--- src/rtl/mem_stage.sv ---
// Memory stage: data-memory access over a req/ready bus and MEM/WB bundle register.
// Stalls EX/MEM while an access is outstanding; timeouts and misalignment set a sticky error.
module mem_stage #(
  parameter int TIMEOUT = 16
) (
  input  logic        clk,
  input  logic        rst_n,
  input  logic        valid_in,
  input  logic [31:0] inst_in,
  input  logic [31:0] pc_in,
  input  logic [31:0] alu_in,
  input  logic [31:0] rs2_in,
  input  logic        memwrite_in,
  input  logic [1:0]  wbselect_in,
  input  logic        regwrite_in,
  input  logic [4:0]  dst_in,
  output logic        stall_out,
  output logic        dmem_req,
  output logic        dmem_we,
  output logic [31:0] dmem_addr,
  output logic [31:0] dmem_wdata,
  input  logic        dmem_ready,
  input  logic [31:0] dmem_rdata,
  output logic        valid_out,
  output logic [31:0] inst_out,
  output logic [31:0] pc_out,
  output logic [31:0] wbdata_out,
  output logic        regwrite_out,
  output logic [4:0]  dst_out,
  output logic        err_out
);

  localparam int CW = $clog2(TIMEOUT + 1);
  localparam logic [CW-1:0] LAST = CW'(TIMEOUT - 1);

  typedef enum logic {IDLE, BUSY} state_e;

  state_e      state_q, state_d;
  logic [CW-1:0] cnt_q, cnt_d;
  logic        req_q, req_d;
  logic        we_q, we_d;
  logic [31:0] addr_q, addr_d;
  logic [31:0] wdata_q, wdata_d;
  logic        valid_q, valid_d;
  logic [31:0] inst_q, inst_d;
  logic [31:0] pc_q, pc_d;
  logic [31:0] wb_q, wb_d;
  logic        rw_q, rw_d;
  logic [4:0]  dst_q, dst_d;
  logic        err_q, err_d;
  logic        stall;
  logic        mem_op;
  logic        aligned;

  function automatic logic [31:0] wb_sel(
    input logic [1:0]  sel,
    input logic [31:0] alu,
    input logic [31:0] rdata,
    input logic [31:0] pc
  );
    unique case (sel)
      2'b00:   wb_sel = alu;
      2'b01:   wb_sel = rdata;
      2'b10:   wb_sel = pc + 32'd4;
      default: wb_sel = 32'd0;
    endcase
  endfunction

  assign mem_op  = valid_in & (memwrite_in | (wbselect_in == 2'b01));
  assign aligned = (alu_in[1:0] == 2'b00);

  always_comb begin
    state_d = state_q;
    cnt_d   = cnt_q;
    req_d   = req_q;
    we_d    = we_q;
    addr_d  = addr_q;
    wdata_d = wdata_q;
    valid_d = 1'b0;
    inst_d  = inst_q;
    pc_d    = pc_q;
    wb_d    = wb_q;
    rw_d    = 1'b0;
    dst_d   = dst_q;
    err_d   = err_q;
    stall   = 1'b0;
    unique case (state_q)
      IDLE: begin
        if (mem_op && aligned) begin
          stall   = 1'b1;
          req_d   = 1'b1;
          we_d    = memwrite_in;
          addr_d  = alu_in;
          wdata_d = rs2_in;
          cnt_d   = '0;
          state_d = BUSY;
        end else begin
          inst_d = inst_in;
          pc_d   = pc_in;
          dst_d  = dst_in;
          if (mem_op) begin
            valid_d = 1'b1;
            wb_d    = 32'd0;
            err_d   = 1'b1;
          end else begin
            valid_d = valid_in;
            wb_d    = wb_sel(wbselect_in, alu_in, dmem_rdata, pc_in);
            rw_d    = valid_in & regwrite_in;
          end
        end
      end
      BUSY: begin
        if (dmem_ready || cnt_q == LAST) begin
          req_d   = 1'b0;
          we_d    = 1'b0;
          cnt_d   = '0;
          state_d = IDLE;
          valid_d = 1'b1;
          inst_d  = inst_in;
          pc_d    = pc_in;
          dst_d   = dst_in;
          if (dmem_ready) begin
            wb_d = wb_sel(wbselect_in, alu_in, dmem_rdata, pc_in);
            rw_d = regwrite_in;
          end else begin
            wb_d  = 32'd0;
            err_d = 1'b1;
          end
        end else begin
          cnt_d = cnt_q + CW'(1);
          stall = 1'b1;
        end
      end
      default: state_d = IDLE;
    endcase
  end

  always_ff @(posedge clk or negedge rst_n) begin
    if (!rst_n) begin
      state_q <= IDLE;
      cnt_q   <= '0;
      req_q   <= 1'b0;
      we_q    <= 1'b0;
      addr_q  <= '0;
      wdata_q <= '0;
      valid_q <= 1'b0;
      inst_q  <= '0;
      pc_q    <= '0;
      wb_q    <= '0;
      rw_q    <= 1'b0;
      dst_q   <= '0;
      err_q   <= 1'b0;
    end else begin
      state_q <= state_d;
      cnt_q   <= cnt_d;
      req_q   <= req_d;
      we_q    <= we_d;
      addr_q  <= addr_d;
      wdata_q <= wdata_d;
      valid_q <= valid_d;
      inst_q  <= inst_d;
      pc_q    <= pc_d;
      wb_q    <= wb_d;
      rw_q    <= rw_d;
      dst_q   <= dst_d;
      err_q   <= err_d;
    end
  end

  // Gated so the stall is 0 while reset is held
  assign stall_out    = rst_n & stall;
  assign dmem_req     = req_q;
  assign dmem_we      = we_q;
  assign dmem_addr    = addr_q;
  assign dmem_wdata   = wdata_q;
  assign valid_out    = valid_q;
  assign inst_out     = inst_q;
  assign pc_out       = pc_q;
  assign wbdata_out   = wb_q;
  assign regwrite_out = rw_q;
  assign dst_out      = dst_q;
  assign err_out      = err_q;

endmodule

--- config.mk ---
export PLATFORM = sky130hd
export DESIGN_NAME = mem_stage
export DESIGN_NICKNAME = d
export VERILOG_FILES = /design/src/rtl/mem_stage.sv
export SDC_FILE = /design/constraint.sdc
export NUM_CORES = 1
export LEC_CHECK = 0
export CAP_MARGIN = 40
export CORE_MARGIN = 5
export CORE_UTILIZATION = 46
export CTS_CLUSTER_DIAMETER = 40
export DETAILED_ROUTE_END_ITERATION = 12
export HOLD_SLACK_MARGIN = 0.02
export PLACE_DENSITY = 0.95
export SETUP_SLACK_MARGIN = 0.3
export SLEW_MARGIN = 20
export SYNTH_ARGS = -nofsm -noshare
export SYNTH_HDL_FRONTEND = slang
export SYNTH_SLANG_ARGS = --single-unit
--- constraint.sdc ---
create_clock -name clk -period 3.7 [get_ports clk]
set_input_delay 0.74 -clock clk [delete_from_list [all_inputs] [get_ports clk]]
set_output_delay 0.74 -clock clk [all_outputs]
set_load 0.05 [all_outputs]
* Word level (Yosys, flattened, before mapping)
Index checks and enable logic that the tools add are counted.
Operators by class: add/sub/neg operators 2, multipliers 0, divide/modulo/power cells 0, $lt $le $gt $ge 0, eq/ne operators 8, shift-type cells 0, mux-type cells 40, bitwise gates (word level) 5, reductions and logical operators 8
Operator list (count):
- $mux W32 | 8
- $pmux W32 S2 | 3
- $pmux W32 S3 | 1
- $add A32 B3 Y32 const B | 1
- $mux W5 | 4
- $pmux W5 S2 | 2
- $mux W1 | 16
- $pmux W1 S2 | 6
- $ne A2 B2 Y1 const B | 4
- $reduce_and A2 Y1 | 3
- $add A5 B1 Y5 const B | 1
- $eq A5 B4 Y1 const B | 1
- $logic_not A2 Y1 | 2
- $reduce_and A4 Y1 | 1
- $and A1 B1 Y1 | 3
- $eq A2 B1 Y1 const B | 1
- $eq A2 B2 Y1 const B | 1
- $ne A2 B1 Y1 const B | 1
- $logic_and A1 B1 Y1 | 1
- $logic_or A1 B1 Y1 | 1
- $not A1 Y1 | 1
- $or A1 B1 Y1 | 1
Storage, ports and cells: flip-flop bits (word level) 176, latch bits 0, memory bits (writable) 0, bits in read-only memories 0, input port bits 173, logic and storage cells 76, memories 0

* Longest topological paths before layout
Gate-level depths: netlist of the first run.
depth in word-level cells 7, depth in mapped cells 10, mapped depth without buffers 8

* Least setup slack after synthesis of the first run
No wires, ideal clock.
path kind register -> output, start register cnt_q[0], end output port stall_out, arrival 2.109 ns, required time 2.960 ns, setup slack 0.851 ns, stages on the path, launching flop included 10, path through dfrtp_1 ha_1 and3_1 ha_1 nor2_1 nand2_1 nand2_2 buf_4 buf_2 and2_1
Between the ends: word-level cells in the longest chain between the ends 5
RTL lines:
- start, declared | line 39 | logic [CW-1:0] cnt_q, cnt_d;
- start signal, assigned | line 155 | cnt_q <= cnt_d;
- $eq A5 B4 Y1 | line 113 | if (dmem_ready || cnt_q == LAST) begin
- $logic_or A1 B1 Y1 | line 113
- $mux W1 | line 113
- $pmux W1 S2 | line 87 | unique case (state_q)
- $and A1 B1 Y1 | line 171 | assign stall_out = rst_n & stall;
- end, declared | line 17 | output logic stall_out,
No other way between the ends.

* Worst setup path in the final report of the first run
Ends and elaborated chain as after synthesis.

==> results, run 1 <==
- The flow ran to the end, and the final reports show no timing, DRC or antenna violations.
- Relative to the synthesized area, the layout overhead comes to 55.0%.
- The first global-routing pass estimated 38,100 um of wire.
- The launching element type of the critical path is a register.
- CTS built an H-tree with a depth of 4.
- The number of global-route vias before repair is around 6,600.
- The number of synthesized register bits is ~180.
- In this run the core area contains 47 standard-cell rows.
- Global routing used 42.7% of the available met2 tracks.
- Entering global routing, the biggest net connects 166 pins.
- The cell area after synthesis is approximately 7700 um^2.
- Across the VDD grid, the largest voltage drop is ~320 uV.
- The cell accounting for the most synthesized area is dfrtp_1.
- The final estimated routing congestion in global placement is between 0.8 and 0.9.
- The power density of the placed cells is 530 nW/um^2.
- In this run the worst hold path is classified as primary input to async pin.
- During synthesis, Yosys emitted a total of 0 warnings.
- The final layout contains routed wiring with a total length of ~24,000 um.
- After detailed routing, the average wire length per cell comes to 21.0 um.
- In the post-synthesis netlist, the biggest area contributors are dfrtp_1, mux2_2, xor2_1, a22oi_1, mux2i_1.
- The cts-stage hold buffer count is 0.
- At the later pin of the worst-skew pair, clock insertion delay measures 0.43 ns.
- The synthesized area per cell is 13.2 um^2.
- The maximum frequency from static timing analysis is around 330 MHz.
- For this run, the number of standard cells in the final layout without fillers is between 1,000 and 1,500.
- The final count of pins violating max slew is 0.
- The length of the first detailed-routing pass in iterations is 4.
- The number of post-CTS setup repair buffers is 0.
- The minimum period implied by the final worst setup slack is between 3 and 4 ns.
- In the synthesized netlist, the number of instances is approximately 600.
- The endpoint class of the critical path is an output port.
- For met1 alone, demand over resource in global routing was between 20% and 30%.
- The initial utilization of the core area, before any placement, comes to 46.8%.
- Detailed placement ended at an HPWL of about 18,000 um.
- The met3 usage is between 7 and 8%.
- The proportion of layout cells with a drive suffix above 1 is a little over a fifth.
- The share of Yosys cell area claimed by the top area cell type is a little under three fifths.
- The family with the most delay on the worst path is simple AND/OR/NAND/NOR gates.
- The number of DRC markers after the initial detailed-route iteration is 366.
- The largest incremental delay on the critical path is just over 0.4 ns.
- In this run, synthesis inferred 0 flip-flops with an integrated enable.
- In this run the remaining antenna-violating nets after routing total 0.
- The count of endpoints failing setup in the final report is 0.
- The overall track demand over capacity in global routing is approximately 25%.
- The number of top-level pins is roughly 340.
- Leaving out fill and tap cells, the most frequent cell in the layout is clkdlybuf4s50_1.
- The clock tree from TritonCTS is done.
- Counting both buffers and inverters, the worst setup path holds a total of 1.
- The cell area after placement is 11,400 um^2.
- The cell sitting at the root of the clock tree is a clkbuf_16.
- Setup repair after global routing left no endpoint under its margin.
- The vias per cell is 5.28.
- From left edge to right edge, the die measures around 140 um.
- From bottom edge to top edge, the die measures roughly 140 um.
- The slew at the pin with the worst max-slew slack is 0.965 ns.
- On the final layout, the worst clock skew is 0.0123 ns.
- The DRC violations left is 0.
- In the final design database the tool counted ~1,100 nets.
- In this run, placement finished with an instance count of between 1,000 and 1,500.
- The number of buffer cells added on primary ports is 343.
- The residual overflow from global routing is 0.
- Data on the critical path is required at its endpoint by about 3 ns.
- The final instance area is about 12,000 um^2.
- Yosys mapped the design onto 41 distinct sky130hd cell types.
- The initial antenna violation count is 0.
- The largest buffer count on any clock path is 2.
- The number of antenna diodes in the final layout is 0.
- In the synthesized netlist the async set-or-reset flop fraction comes to 100%.
- The placeable core region is between 15,000 and 20,000 um^2.
- After clock tree synthesis, the repair step resized 0 gates.
- For this design, the sink count on the clock tree is between 150 and 200.
- The worst path arrival time is about 2.3 ns.
- The number of clock buffers added by TritonCTS is 17.
- The die covers 19,500 um^2.
- Among all flip-flop cells after synthesis, the most frequent one is dfrtp_1.
- The max-cap violation count is 0.
- The type of the setup path with the least slack is register to output port.
- The end-of-flow core utilization is slightly above 70%.
- The final period utilization is 82.2%.
- The setup total negative slack is 0 ns.
- The final-report hold violation count is 0.
- Of all nets on the critical path, the largest fanout is 5.
- The routed layout has approximately 6,000 vias.
- The signal on the critical path passes through ha_1 > and3_1 > ha_1 > nor2_1 > nand2_1 > nand2_4 > and2_1 > buf_12.
- Counting stages on the worst path, the most repeated cell is ha_1.
- Leaving out fill and tap cells, the most frequent cells in the layout are clkdlybuf4s50_1, dfrtp_1, mux2_2.
- The reported leakage power is between 4 and 5 nW.
- The clock transition at the register clock pins on the worst setup and hold paths after CTS is about 0.070 ns.
- Final hold analysis gives a worst-case slack of roughly 0.11 ns.
- The master of the slowest instance on the critical path is dfrtp_1.
- In this run the most used layer during global routing was met2.
- Headroom to the max-slew limit came out at a little over a third.
- The fraction of the yosys area taken by sequential cells is a little under three fifths.
- The net count after synthesis is 762.
worst register-to-register path, delay by kind of cell, from the launching register on:
kind / cells / cell delay, ns
adder cells (fa/ha/maj): 2 / 0.43
buffers and inverters: 2 / 0.66
AND/OR/NAND/NOR: 4 / 0.71
multiplexers: 1 / 0.41
flip-flops: 1 / 0.41
registers in the layout (all words and copies together) (netlist names), 5 cells and up:
signal and count:
wbdata_out 32, dmem_addr 32, cnt_q 5, pc_out 32, inst_out 32, dst_out 5
dmem_wdata 32
power breakdown:
| group | total [mW] | switching [mW] | internal [mW] |
|---|---|---|---|
| combinational | 2.25 | 1.39 | 0.858 |
| clock | 1.76 | 0.815 | 0.950 |
| sequential | 2.35 | 0.151 | 2.20 |
| total | 6.36 | 2.36 | 4.00 |
logic make-up after synthesis:
| logic type | Yosys count | synth area share [%] |
|---|---|---|
| AO/OA/AOI/OAI | 78 | 6.42 |
| XOR/XNOR | 29 | 3.28 |
| adder cells (fa/ha/maj) | 3 | 0.485 |
| buffers and inverters | 34 | 2.38 |
| flip-flops | 176 | 56.9 |
| multiplexers | 158 | 22.9 |
| AND/OR/NAND/NOR | 108 | 7.62 |
synth_stat cells (3+ instances only):
library cell / count
a211oi_1: 3
a21oi_1: 10
a22oi_1: 19
and2_1: 5
and3_1: 6
buf_2: 21
buf_4: 6
dfrtp_1: 176
ha_1: 3
inv_1: 4
mux2_2: 144
mux2i_1: 12
nand2_1: 31
nand3_1: 19
nand4_1: 8
nor2_1: 22
nor2b_1: 3
nor2b_4: 3
o211ai_1: 3
o21ai_0: 20
o21ai_1: 12
o221ai_1: 6
xnor2_1: 8
xor2_1: 21
per-layer routing:
| layer | vias to the layer above | share of wire (%) |
|---|---|---|
| met5 | - | 0 |
| met4 | 0 | 3.1 |
| met3 | 45 | 7.8 |
| met2 | 278 | 50 |
| met1 | 3013 | 39 |
| li1 | 2790 | - |
worst paths after layout:
| check | end | depth (start not counted) | slack [ns] | from |
|---|---|---|---|---|
| max | stall_out | 8 | 0.66 | cnt_q[0] |
| min | dmem_wdata[15] | 1 | 0.11 | rst_n |
| max reg2reg | pc_out[25] | 9 | 0.99 | cnt_q[0] |
| min reg2reg | wbdata_out[2] | 2 | 0.49 | wbdata_out[2] |
| max in group asynchronous | dmem_wdata[10] | 2 | 2.41 | rst_n |
| min in group clk | wbdata_out[2] | 2 | 0.49 | wbdata_out[2] |
cell type report:
type                       instances  area, um^2
clock inverter                    15         150
multi-input combinational        376        3160
tap                              220         275
clock buffer                      17         425
timing repair buffer             352        3560
inverter                           4        15.0
sequential                       176        4400
fill                            1110        4530
stage by stage:
stage	setup WS (ns)	power [mW]
detailed placement	0.761	4.64
CTS	0.649	6.41
floorplan	0.851	3.69
finish	0.657	6.36
global placement	0.704	4.59
global route	0.504	6.60
Note: power is estimated with default switching activity, not from simulation.
==> inputs of run 2 (changes only) <==
Settings changed: CORE_UTILIZATION 46 to 42, PLACE_DENSITY 0.95 to 0.91.
Clock period 3.7 ns to 3 ns, I/O delays scaled along.
==> results, run 2 (synthesized netlist as in run 1, its figures left out) <==
- The flow ran to the end, and the final reports show no timing, DRC or antenna violations.
- The fill cell total of the finished layout is roughly 1,300.
- Setup repair after global routing left no endpoint under its margin.
- For this design the total switching power over the nets is 2.89 mW.
- Across all setup checks in the final design, the least slack found is between 0.3 and 0.4 ns.
- After floorplanning, the core was sized to cover 18,000 um^2.
- The part of the power in the clock network is 29.8%.
- For the worst setup path, the data required time is roughly 2.4 ns.
- The worst setup slack before clock tree synthesis is between 0.3 and 0.4 ns.
- In this run the tightest slew margin relative to its limit is roughly 53%.
- The routed length per placed instance is between 20 and 25 um.
- Wires add up to 24,800 um.
- The endpoint class of the critical path is an output port.
- The final-report hold violation count is 0.
- For the pin with the worst max-slew slack, the measured transition is ~0.7 ns.
- After detailed routing, the number of remaining DRC violations is 0.
- The analysis attributes to cell leakage a power of around 5 nW.
- The later-pin clock latency in the skew report is roughly 0.42 ns.
- The max-cap violation count is 0.
- The number of rows created at floorplan is between 40 and 50.
- The initial utilization of the core area, before any placement, comes to between 40% and 50%.
- The slack of the worst reg-to-reg path is 0.65 ns.
- The type of the worst min-delay path is primary input to async pin.
- The worst flop-to-flop path endpoint is inst_out[5].
- The internal power is 5.23 mW.
- The worst register-to-register path begins at cnt_q[0].
- The total clock buffers created by CTS is 17.
- The final count of pins violating max slew is 0.
- The share of power burned in registers is 35.6%.
- The wire length of the first global-routing pass is a little under 40,000 um.
- The length in cells of the worst reg-to-reg path is 9.
- In this run the horizontal extent of the chip is approximately 150 um.
- For this run, the post-layout net count is around 1,100.
- In the layout the commonest cells are clkdlybuf4s50_1, dfrtp_1, mux2_2.
- The proportion of layout cells with a drive suffix above 1 is 23.1%.
- Of the total power, combinational logic draws between 30% and 40%.
- The launching element type of the critical path is a register.
- Clock-pin slew was measured on the worst setup and hold paths at around 0.07 ns.
- The maximum level of the CTS H-tree is 4.
- Routability-driven placement finished with a final weighted congestion of approximately 0.8.
- CTS placed an instance of clkbuf_16 at the clock tree root.
- The length of the first detailed-routing pass in iterations is 4.
- The worst path arrival time is about 2 ns.
- The die is between 100 and 150 um tall.
- The count of endpoints failing setup in the final report is 0.
- The number of global-route vias before repair was ~6,700.
- The number of sinks driven by the clock tree is 176.
- The largest fanout on the critical path is 3.
- The setup total negative slack is 0 ns.
- The layout-stage area growth over the synthesis result is 57.9%.
- Counting along the longest clock path gives a buffer depth of 2.
- The HPWL after detailed placement is ~19,000 um.
- For this design the ratio of total power to cell area is around 660 nW/um^2.
- The final period utilization is between 80% and 90%.
- The initial antenna violation count is 0.
- The overall track demand over capacity in global routing is a little under a quarter.
- The area of the die is around 21,000 um^2.
- The worst-case IR drop observed on VDD is about 520 uV.
- The maximum frequency from static timing analysis is about 380 MHz.
- In this run the remaining antenna-violating nets after routing total 0.
- The most common cell after layout, fill and taps aside is clkdlybuf4s50_1.
- The setup path with the least slack is of type register to output port.
- Counting I/O delays and the setup requirement, the final critical path takes 2.66 ns.
- In the routed layout, each cell is associated on average with a via count of slightly above 5.
- The number of top-level pins is between 300 and 400.
- The maximum number of pins on one net before global-route repair is between 70 and 80.
- The number of inserted diodes is 0.
- The setup skew after layout is roughly 0.0093 ns.
- The number of buffer cells added on primary ports is ~340.
- The switching share of power is 35.6%.
- The residual overflow from global routing is 0.
- Hold repair after CTS inserted 0 buffers.
- The routed layout has 6,137 vias.
- For this block, the initial DRC count from the detailed router was 307.
- TritonCTS built the clock tree.
==> run 2: cell count changes in the layout (fill, tap and decap cells not counted), moves of 2 or more <==
| cell | delta |
|---|---|
| inv_6 | -2 |
| clkbuf_8 | +2 |
| clkinvlp_4 | -2 |
| buf_4 | +16 |
| bufinv_16 | +3 |
==> run 2: how the worst max path moves through the flow <==
stage / start / end / slack (ns) / cells past startpoint
final: cnt_q[0] / stall_out / 0.34 / 8
after global routing: cnt_q[0] / stall_out / 0.26 / 8
after CTS: cnt_q[0] / stall_out / 0.31 / 8
after detailed placement: memwrite_in / stall_out / 0.40 / 5
after global placement: alu_in[1] / stall_out / 0.43 / 6
after floorplan: cnt_q[0] / stall_out / 0.42 / 9
==> run 2: cell type report <==
cell class / instances / area, um^2 / share of cell area, %
Clock buffer: 19 / 443 / 3.63
Clock inverter: 13 / 200 / 1.64
Inverter: 4 / 15.0 / 0.123
Multi-Input combinational cell: 376 / 3180 / 26.1
Sequential cell: 176 / 4400 / 36.1
Tap cell: 229 / 287 / 2.35
Timing Repair Buffer: 368 / 3680 / 30.1
==> run 2: critical path, stage by stage (launching register included) <==
cell and delay [ns]:
dfrtp_1 0.42, ha_4 0.18, and3_1 0.17, ha_1 0.19, nor2_2 0.16, nand2_2 0.12, nand2_4 0.10, and2_4 0.16
buf_8 0.14
==> run 2: through the flow <==
stage | util [%] | hold WS, ns | instances | total power [mW] | area, um^2
finish | 67.8 | 0.0629 | 1185 | 8.12 | 12200
global route | 67.8 | 0.0671 | 1185 | 8.43 | 12200
CTS | 67.5 | 0.0612 | 1180 | 8.17 | 12200
detailed placement | 63.8 | 0.470 | 1146 | 5.74 | 11500
global placement | 63.5 | 0.462 | 1144 | 5.67 | 11400
floorplan | - | 0.304 | 586 | 4.55 | 7740
==> run 2: power groups by stage <==
| stage | Combinational [mW] | Clock [mW] | Sequential [mW] |
|---|---|---|---|
| finish | 2.81 | 2.42 | 2.89 |
| global route | 2.92 | 2.57 | 2.93 |
| CTS | 2.82 | 2.46 | 2.89 |
| detailed placement | 2.81 | 0 | 2.93 |
| global placement | 2.77 | 0 | 2.90 |
| floorplan | 0.470 | 0 | 4.08 |
==> run 2: what timing repair did <==
action                                  CTS  global route
buffers inserted                          2             5
gates resized for setup                   5             2
endpoints found under the setup margin    1             1
pin swaps                                 2             2
==> run 2: layer usage <==
layer | vias to the layer above | GRT usage (%) | wire length (um)
met1 | 3045 | 27.7 | 9910
met5 | - | 0 | 0
met4 | 0 | 5.74 | 413
met3 | 28 | 7.35 | 1790
met2 | 246 | 39.8 | 12700
li1 | 2818 | - | -
==> inputs of run 3 (changes only) <==
Settings changed: ABC_AREA set to 1, CORE_UTILIZATION 42 to 43, PLACE_DENSITY 0.91 to 0.92, TNS_END_PERCENT set to 50.
==> results, run 3 <==
- The area growth from synthesis to layout is 54.8%.
- By count the netlist is led by nand2_1, dfrtp_1, inv_1.
- The run finished with clean final reports.
- After the last flow step, the layout net total stands at between 1,500 and 2,000.
- The die covers 21,600 um^2.
- The yosys synthesis warning count is 0.
- The length of the first detailed-routing pass in iterations is 5.
- The initial antenna violation count was 1.
- Setup repair after global routing left no endpoint under its margin.
- In this run the number of H-tree levels came out at 4.
- The cell area after synthesis is 8060 um^2.
- In the layout the commonest cells are nand2_1, clkdlybuf4s50_1, dfrtp_1.
- The type of the setup path with the least slack is register to output port.
- The reported leakage power is ~5.8 nW.
- In this run the register-to-register setup slack is between 0.5 and 0.6 ns.
- The proportion of layout cells with a drive suffix above 1 is under 10%.
- Counting every sink on the clock net gives between 150 and 200.
- The end-of-flow core utilization is ~67%.
- Global routing used a little over a quarter of the available tracks.
- The HPWL after detailed placement is 22,800 um.
- The vias per cell is 5.08.
- The number of global-route vias before repair is approximately 8,200.
- The DRC violations left is 0.
- The maximum number of pins on one net before global-route repair is between 70 and 80.
- Ranked by total cell area, the synthesized netlist is headed by dfrtp_1, nand2_1, o21ai_0, inv_1, mux2_2.
- Input and output buffers added on the ports amount to between 300 and 400.
- Synthesis produced between 900 and 1,000 cells.
- For this run the aggregate overflow at the end of global routing stands at 0.
- The slew at the pin with the worst max-slew slack is approximately 0.76 ns.
- Measured along the x axis, the die boundary spans about 150 um.
- VDD sags by at most 552 uV.
- The net count after synthesis is around 1,200.
- The total area inside the core boundary comes to 18,600 um^2.
- The critical path starts at cnt_q[0].
- The prevailing post-synth register cell is dfrtp_1.
- The number of cells on the worst reg-to-reg path is 13.
- Power spread over the standard cell area amounts to around 1100 nW/um^2.
- The worst path uses 87.3% of the clock period.
- The number of clock buffers added by TritonCTS is 17.
- 0 antenna diodes ended up in the layout.
- The setup total negative slack is 0 ns.
- Dividing the detail-routed wire length by the instance count gives ~19 um.
- The cell sitting at the root of the clock tree is a clkbuf_16.
- In the synthesized netlist the async set-or-reset flop fraction comes to 100%.
- The wire length of the first global-routing pass is 45,500 um.
- The final-report hold violation count was 0.
- The fraction of the yosys area taken by sequential cells is a little over half.
- The maximum frequency from static timing analysis is 382 MHz.
- The cell accounting for the most synthesized area is dfrtp_1.
- The endpoint class of the critical path is an output port.
- After clock tree synthesis, the clock-pin slew on the worst setup and hold paths is ~0.07 ns.
- The launching element type of the critical path is a register.
- The fill cell total of the finished layout is approximately 1,400.
- The final count of pins violating max slew is 0.
- In this run, distinct cell masters in the synthesized netlist total 29.
- The final layout contains routed wiring with a total length of 29,200 um.
- The cts-stage hold buffer count is 0.
- The register area is 4400 um^2.
- The setup skew after layout is roughly 0.012 ns.
- The worst flop-to-flop path startpoint is cnt_q[1].
- The number of rows created at floorplan is 50.
- The worst flop-to-flop path endpoint is pc_out[29].
- TritonCTS built the clock tree.
- During I/O placement, the number of pins put on the boundary was roughly 340.
- The number of DRC markers after the initial detailed-route iteration is 483.
- Synthesis inferred between 150 and 200 register bits.
- Across all layers, the routed design uses roughly 8,000 vias.
- The later pin in the worst-skew pair is clocked with a latency of ~0.43 ns.
- The max-slew headroom at the worst pin is about half.
- The critical path ends at stall_out.
- Max-cap violations in this run came to 0.
- The most common cell after layout, fill and taps aside is nand2_1.
- The required time at the worst-slack endpoint is between 2 and 2.5 ns.
- The largest fanout on the critical path is 3.
- The multi-input combinational cell area is 3150 um^2.
- Setup violations remaining at the end of the flow were counted as 0.
- The minimum period implied by the final worst setup slack is about 2.6 ns.
- The share of Yosys cell area claimed by the top area cell type is a little over half.
- The post-detailed-route count of antenna-violating nets is 0.
- The worst path arrival time is between 2 and 2.5 ns.
- The count of flip-flops with a built-in enable after synthesis is 0.
- The type of the worst min-delay path is primary input to async pin.
- The die is 147 um tall.
- The largest buffer count on any clock path is 2.
- The initial utilization of the core area, before any placement, comes to 43.4%.
- The synthesized area per cell is between 8 and 9 um^2.
- The leading cell type by number of instances after synthesis is nand2_1.
- The congestion estimate from routability-driven global placement came to between 0.9 and 1.
==> run 3: worst min path at each step <==
stage | endpoint | slack [ns] | depth (start not counted)
6_report | pc_out[12] | 0.22 | 2
5_1_grt | pc_out[5] | 0.25 | 2
4_1_cts | pc_out[12] | 0.23 | 2
3_5_place_dp | inst_out[10] | 0.46 | 2
3_3_place_gp | dmem_addr[0] | 0.45 | 2
2_1_floorplan | cnt_q[0] | 0.30 | 0
==> run 3: cell families (layout without fill, tap and decap cells) <==
logic type               after synthesis  count (layout)  share of synthesized area (%)
XOR/XNOR                               2               2                          0.217
flip-flops                           176             176                           54.7
adder cells (fa/ha/maj)                3               3                          0.466
buffers and inverters                130             491                           6.68
AND/OR/NAND/NOR                      516             516                           25.1
multiplexers                          38              38                           5.31
AO/OA/AOI/OAI                        112             112                           7.50
==> run 3: layout make-up <==
type | count | share of cell area [%]
Clock buffer | 19 | 3.63
Inverter | 94 | 2.85
Timing Repair Buffer | 365 | 29.4
Tap cell | 234 | 2.35
Multi-Input combinational cell | 671 | 25.2
Clock inverter | 13 | 1.19
Sequential cell | 176 | 35.3
==> run 3: power by group <==
part	internal (mW)	switching, mW	total [mW]	leakage, nW
sequential	3.37	0.572	3.94	2.17
clock	1.29	1.00	2.29	0.293
combinational	2.46	5.25	7.71	3.38
total	7.12	6.82	13.9	5.84
==> run 3: per-layer routing <==
layer	GRT usage (%)	wire (um)	part of all wire (%)	up-vias
li1	-	-	-	3772
met1	30.8	11000	38	3756
met2	47.5	14700	51	379
met3	7.65	2430	8.3	69
met4	10.6	1040	3.6	2
met5	0	20	0.069	-
==> run 3: worst max-delay path, stage by stage (launching register included) <==
cell and delay [ns]:
dfrtp_1 0.40, ha_2 0.19, nand2_1 0.08, nor2_1 0.05, ha_2 0.18, nor2_4 0.12, nor2_1 0.07, inv_1 0.11
nand2_2 0.09, nor2_4 0.15, buf_12 0.16
==> run 3: stage by stage <==
step | hold WS (ns) | setup WS, ns | power (mW) | cells | instance area, um^2
after global routing | 0.248 | 0.311 | 14.6 | 1572 | 12500
after global placement | 0.451 | 0.222 | 11.5 | 1535 | 11800
after CTS | 0.226 | 0.307 | 14.0 | 1569 | 12400
after detailed placement | 0.458 | 0.146 | 11.7 | 1536 | 11800
final | 0.223 | 0.382 | 13.9 | 1572 | 12500
after floorplan | 0.304 | 0.421 | 8.76 | 977 | 8060
==> run 3: repair_timing <==
action / CTS / global route
resized for setup: 5 / 3
endpoints found under the setup margin: 1 / 1
cloned: 0 / 0
pin swaps: 2 / 2
buffers inserted: 1 / 3
